### src/rtl/glb_mcast_driver.sv
// ---------------------------------------------------------------------------
// glb_mcast_driver
//
// Streams one tile of words from the global buffer onto a tagged multicast
// bus. Each word passes through a small staging FIFO. As each word leaves,
// it is tagged with its (row, col) position in the tile. The tile runs in
// row-major order and is sized by cfg_rows x cfg_cols, which are latched
// when start is accepted.
//
// Optional feature: define GLB_DRV_STALL_CNT_EN to add a 32-bit saturating
// count of bus stall cycles (bus_valid && !bus_ready).
//
// Ports
//   clk, rstn           clock, asynchronous active-low reset
//   start, abort        begin a tile / cancel the tile in progress
//   cfg_rows, cfg_cols  tile size, sampled when start is accepted
//   in_valid/in_ready/in_data                upstream word stream
//   bus_valid/bus_ready/bus_data             multicast bus
//   bus_row_id/bus_col_id                    tags for the current bus word
//   busy                tile in progress
//   done                one-cycle tile-complete pulse
//   stall_cnt           bus stall cycle count (GLB_DRV_STALL_CNT_EN only)
// ---------------------------------------------------------------------------
module glb_mcast_driver #(
  parameter int DATA_WIDTH = 16,
  parameter int NUM_ROW    = 4,
  parameter int NUM_COL    = 4,
  parameter int FIFO_DEPTH = 4
) (
  input  logic                                          clk,
  input  logic                                          rstn,
  input  logic                                          start,
  input  logic                                          abort,
  input  logic [$clog2(NUM_ROW):0]                      cfg_rows,
  input  logic [$clog2(NUM_COL):0]                      cfg_cols,
  input  logic                                          in_valid,
  output logic                                          in_ready,
  input  logic [DATA_WIDTH-1:0]                         in_data,
  output logic                                          bus_valid,
  input  logic                                          bus_ready,
  output logic [DATA_WIDTH-1:0]                         bus_data,
  output logic [((NUM_ROW > 1) ? $clog2(NUM_ROW) : 1)-1:0] bus_row_id,
  output logic [((NUM_COL > 1) ? $clog2(NUM_COL) : 1)-1:0] bus_col_id,
  output logic                                          busy,
  output logic                                          done
`ifdef GLB_DRV_STALL_CNT_EN
  ,
  output logic [31:0]                                   stall_cnt
`endif
);

  localparam int CR_W  = $clog2(NUM_ROW) + 1;
  localparam int CC_W  = $clog2(NUM_COL) + 1;
  localparam int RID_W = (NUM_ROW > 1) ? $clog2(NUM_ROW) : 1;
  localparam int CID_W = (NUM_COL > 1) ? $clog2(NUM_COL) : 1;
  localparam int PTR_W = $clog2(FIFO_DEPTH);
  localparam int CNT_W = PTR_W + 1;
  localparam int ACC_W = $clog2(NUM_ROW * NUM_COL + 1);

  typedef enum logic [1:0] {
    S_IDLE,
    S_RUN,
    S_DONE
  } state_t;

  state_t                  state_q, state_d;
  logic [CR_W-1:0]         cfg_rows_q;
  logic [CC_W-1:0]         cfg_cols_q;
  logic [DATA_WIDTH-1:0]   mem [FIFO_DEPTH];
  logic [PTR_W-1:0]        wr_ptr, rd_ptr;
  logic [CNT_W-1:0]        count;
  logic [ACC_W-1:0]        accepted;
  logic [ACC_W-1:0]        total;
  logic [RID_W-1:0]        row_q;
  logic [CID_W-1:0]        col_q;
  logic                    fifo_full, fifo_empty;
  logic                    push, pop;
  logic                    start_ok, last_beat, clear;
  logic                    col_last, row_last;

  assign fifo_full  = (count == CNT_W'(FIFO_DEPTH));
  assign fifo_empty = (count == '0);
  assign total      = ACC_W'(cfg_rows_q) * ACC_W'(cfg_cols_q);

  // Fullness comes from the registered count, so a pop in the same cycle
  // never opens a slot for a push.
  assign in_ready  = (state_q == S_RUN) && !fifo_full && (accepted < total);
  assign bus_valid = (state_q == S_RUN) && !fifo_empty;
  assign bus_data  = bus_valid ? mem[rd_ptr] : '0;
  assign bus_row_id = row_q;
  assign bus_col_id = col_q;
  assign busy = (state_q == S_RUN);
  assign done = (state_q == S_DONE);

  assign push  = in_valid && in_ready;
  assign pop   = bus_valid && bus_ready;
  assign clear = (state_q == S_RUN) && abort;

  assign col_last = (CC_W'(col_q) == cfg_cols_q - CC_W'(1));
  assign row_last = (CR_W'(row_q) == cfg_rows_q - CR_W'(1));

  // State register.
  always_ff @(posedge clk or negedge rstn) begin
    if (!rstn) state_q <= S_IDLE;
    else       state_q <= state_d;
  end

  // Next-state logic. Abort wins over completion. A start with a zero
  // dimension is dropped in IDLE.
  always_comb begin
    state_d   = state_q;
    start_ok  = 1'b0;
    last_beat = 1'b0;
    case (state_q)
      S_IDLE: begin
        if (start && (cfg_rows != '0) && (cfg_cols != '0)) begin
          state_d  = S_RUN;
          start_ok = 1'b1;
        end
      end
      S_RUN: begin
        if (abort) begin
          state_d = S_IDLE;
        end else if (pop && row_last && col_last) begin
          state_d   = S_DONE;
          last_beat = 1'b1;
        end
      end
      S_DONE:  state_d = S_IDLE;
      default: state_d = S_IDLE;
    endcase
  end

  // Tile size is captured only when a tile actually starts.
  always_ff @(posedge clk or negedge rstn) begin
    if (!rstn) begin
      cfg_rows_q <= '0;
      cfg_cols_q <= '0;
    end else if (start_ok) begin
      cfg_rows_q <= cfg_rows;
      cfg_cols_q <= cfg_cols;
    end
  end

  // FIFO storage. It needs no reset because the output is gated by
  // bus_valid.
  always_ff @(posedge clk) begin
    if (push) mem[wr_ptr] <= in_data;
  end

  // FIFO pointers and occupancy. Abort empties the FIFO.
  always_ff @(posedge clk or negedge rstn) begin
    if (!rstn) begin
      wr_ptr <= '0;
      rd_ptr <= '0;
      count  <= '0;
    end else if (clear) begin
      wr_ptr <= '0;
      rd_ptr <= '0;
      count  <= '0;
    end else begin
      if (push) wr_ptr <= wr_ptr + PTR_W'(1);
      if (pop)  rd_ptr <= rd_ptr + PTR_W'(1);
      case ({push, pop})
        2'b10:   count <= count + CNT_W'(1);
        2'b01:   count <= count - CNT_W'(1);
        default: count <= count;
      endcase
    end
  end

  // Accept counter and row-major tag counters. The tags return to (0,0)
  // after the final beat, so the next tile starts from a known position.
  always_ff @(posedge clk or negedge rstn) begin
    if (!rstn) begin
      accepted <= '0;
      row_q    <= '0;
      col_q    <= '0;
    end else if (clear || start_ok) begin
      accepted <= '0;
      row_q    <= '0;
      col_q    <= '0;
    end else begin
      if (push) accepted <= accepted + ACC_W'(1);
      if (last_beat) begin
        row_q <= '0;
        col_q <= '0;
      end else if (pop) begin
        if (col_last) begin
          col_q <= '0;
          row_q <= row_q + RID_W'(1);
        end else begin
          col_q <= col_q + CID_W'(1);
        end
      end
    end
  end

`ifdef GLB_DRV_STALL_CNT_EN
  // Stall counter. It restarts with each accepted tile and saturates at
  // all-ones.
  always_ff @(posedge clk or negedge rstn) begin
    if (!rstn) begin
      stall_cnt <= '0;
    end else if (start_ok) begin
      stall_cnt <= '0;
    end else if (bus_valid && !bus_ready && (stall_cnt != '1)) begin
      stall_cnt <= stall_cnt + 32'd1;
    end
  end
`endif

endmodule

### config.mk
export PLATFORM = sky130hd
export DESIGN_NAME = glb_mcast_driver
export DESIGN_NICKNAME = d
export VERILOG_FILES = /design/src/rtl/glb_mcast_driver.sv
export SDC_FILE = /design/constraint.sdc
export NUM_CORES = 1
export LEC_CHECK = 0
export CORE_MARGIN = 1.5
export CORE_UTILIZATION = 55
export CTS_CLUSTER_DIAMETER = 200
export DETAILED_ROUTE_END_ITERATION = 8
export PLACE_DENSITY_LB_ADDON = 0.12
export SETUP_SLACK_MARGIN = 0.02
export SLEW_MARGIN = 15
export SYNTH_ARGS = -nofsm -noshare
export SYNTH_HDL_FRONTEND = slang
export SYNTH_SLANG_ARGS = --single-unit
### constraint.sdc
create_clock -name clk -period 4.3 [get_ports clk]
set_input_delay 0.86 -clock clk [delete_from_list [all_inputs] [get_ports clk]]
set_output_delay 0.86 -clock clk [all_outputs]
set_load 0.05 [all_outputs]
==> impl_metrics.json <==
{
  "status": "completed",
  "r2r_cells": 16,
  "final_nets": 400,
  "dp_hpwl_um": 5450,
  "via_per_inst": 5.88,
  "powerDensity_mw_per_mm2": 563,
  "cts_sinks": 88,
  "final_common_cell": "edfxtp_1",
  "p_clk_frac": 0.198,
  "ys_ff_latch": 88,
  "cp_max_fo": 5,
  "seqPwrFrac": 0.398,
  "tightestPinTransition_ns": 0.796,
  "maxSlewHeadroom": 0.469,
  "synth-seq-area-share": 0.601,
  "min_period_over_period": 0.951,
  "globalRouteOverflowTotal": 0,
  "switching_share": 0.381,
  "routedWlPerCell_um": 18.2,
  "ys.warnings.count": 0,
  "hold_viol": 0,
  "period_needed_ns": 4.09,
  "critPathLaunchType": "flip-flop",
  "dieArea_mm2": 0.00817,
  "p_leak_nw": 1.92,
  "critPathRequiredTime_ns": 3.44,
  "yosys.area.top_type_share": 0.458,
  "crit_path_end_kind": "output port",
  "yosys.area.top_type": "edfxtp_1",
  "ir_worst_vdd_uv": 263,
  "combPwrFrac": 0.404,
  "clkTransAtPathRegs_ns": 0.08,
  "dpl.cell_count": 441,
  "yosysUniqueCellTypes": 52,
  "synthCells": 297,
  "htree_num_levels": 3,
  "final.hold.worst_slack_ns": 0.494,
  "coreArea_mm2": 0.00733,
  "r2r_start": "cfg_cols_q[2]",
  "cp.arrival_ns": 3.23,
  "cts_tree": "yes",
  "drt_iter0_drc": 158,
  "grt_pass1_vias": 2701,
  "gp_congestion": 0.858,
  "hold_buffers": 0,
  "die-width_um": 90.4,
  "final_util": 0.689,
  "tns_ns": 0,
  "maxSlewViolCount": 0,
  "vias": 2692,
  "antenna_cells": 0,
  "antenna_left": 0,
  "drive_above_1_share": 0.142,
  "ys_top_cells_by_area": "edfxtp_1 (46%), dfrtp_1 (14%), mux4_2 (8.6%), ha_1 (4.2%), and3_1 (3.6%)",
  "drtPass1Iterations": 4,
  "drcViolationCount": 0,
  "avgSynthCellArea_um2": 14.1,
  "dieHeight_um": 90.4,
  "r2r_setup_slack_ns": 0.39,
  "crit_type": "reg -> out",
  "grt_max_degree": 25,
  "mostFrequentLayoutCells": "edfxtp_1 (64), clkdlybuf4s50_1 (49), and3_1 (24), dfrtp_1 (24), mux4_2 (16)",
  "clk_latency_ns": 0.35,
  "clk_path_buf_depth": 2,
  "maxCapViolCount": 0,
  "grt_pass1_wl_um": 13500,
  "synth_edf_count": 64,
  "cts_root_buffer": "clkbuf_8",
  "grt_use_total": 0.216,
  "routed_wl_um": 8350,
  "fin_skew_ns": 0.00523,
  "synth-async-reset-ratio": 0.273,
  "power_mw": 2.84,
  "antenna_found_initial": 0,
  "rsz0062_at_grt": "false",
  "power_switching_mw": 1.08,
  "port_buffers": 51,
  "ys.flop_type": "edfxtp_1",
  "syn_nets": 342,
  "syn_to_final_growth_pct": 20.3,
  "stdcell_count": 458,
  "syn_area_mm2": 0.00420,
  "r2r_end": "count[2]",
  "p_int_mw": 1.76,
  "setup_violations": 0,
  "min-delay-path-class": "in -> async",
  "rows": 31,
  "fmax_ghz": 0.245,
  "cts_buffers": 9,
  "start_util": 0.573,
  "io_pins": 52
}
## power by group through the flow
stage,Clock [mW],Sequential [mW],Combinational (mW)
after floorplan,0,1.11,0.841
after global placement,0,1.15,1.11
after detailed placement,0,1.15,1.12
after CTS,0.576,1.14,1.13
after global routing,0.608,1.15,1.25
final,0.564,1.13,1.15
## worst max-delay path: stages, from the launching register on
cell,delay [ns]
dfrtp_1,0.43
and2_1,0.17
fa_1,0.48
ha_1,0.23
fa_1,0.37
xnor2_1,0.18
xnor2_1,0.14
ha_1,0.27
nand2_1,0.13
o2111ai_4,0.16
nor2_4,0.17
buf_12,0.14
## worst max-delay path by stage
stage,from,endpoint,slack [ns],cells after the start
floorplan,cfg_rows_q[0],in_ready,0.11,11
global placement,cfg_rows_q[0],count[2],0.54,16
detailed placement,cfg_rows_q[0],count[2],0.42,16
CTS,cfg_rows_q[0],in_ready,0.09,11
global route,cfg_cols_q[2],in_ready,0.03,11
finish,cfg_cols_q[2],in_ready,0.21,11
## stage by stage
stage          area (um^2)  setup WS, ns
2_1_floorplan         4200         0.114
3_3_place_gp          4830         0.542
3_5_place_dp          4830         0.415
4_1_cts               5030        0.0930
5_1_grt               5050        0.0313
6_report              5050         0.211
## sequential cells by signal, summed over array words and instances, names as in the netlist
signal / count
mem: 64
accepted: 5
cfg_cols_q: 3
cfg_rows_q: 3
count: 3
bus_col_id: 2
bus_row_id: 2
rd_ptr: 2
state_q: 2
wr_ptr: 2
## logic make-up after synthesis
kind of cell               synth area share
muxes                                0.0936
xor gates and xnor gates             0.0209
DFF                                   0.601
AOI/OAI and AO/OA                    0.0739
and+or+nand+nor                       0.123
buffers and inverters                0.0316
adders and majority gates            0.0560
## cell usage after synthesis (4+ instances only)
library cell	n
a21oi_1	11
and2_1	4
and3_1	24
buf_2	4
clkbuf_1	7
dfrtp_1	24
edfxtp_1	64
ha_1	14
inv_1	15
mux4_2	16
nand2_1	12
nand3_1	9
nor2_1	10
o211ai_1	4
o21ai_0	11
or3_1	5
xnor2_1	5
xor2_1	5
## what timing repair did
item,CTS,global route
setup endpoints to repair,0,1
gates resized for setup,0,4
hold endpoints to repair,0,0
buffers inserted,0,2
## layer usage
layer / track usage / part of all wire
met3: 0.0488 / 0.044
met2: 0.333 / 0.48
met4: 0.0714 / 0.015
met1: 0.307 / 0.46
met5: 0 / 0
## cell type report
| class | instances | area, um^2 |
|---|---|---|
| flip-flops and latches | 88 | 2520 |
| fillers | 502 | 2280 |
| multi-input cells | 179 | 1550 |
| repair buffers | 62 | 598 |
| clock buffers | 9 | 124 |
| well taps | 99 | 124 |
| clock inverters | 6 | 70.1 |
| inverters | 15 | 56.3 |
No activity file was read; power rests on OpenSTA's default activity.
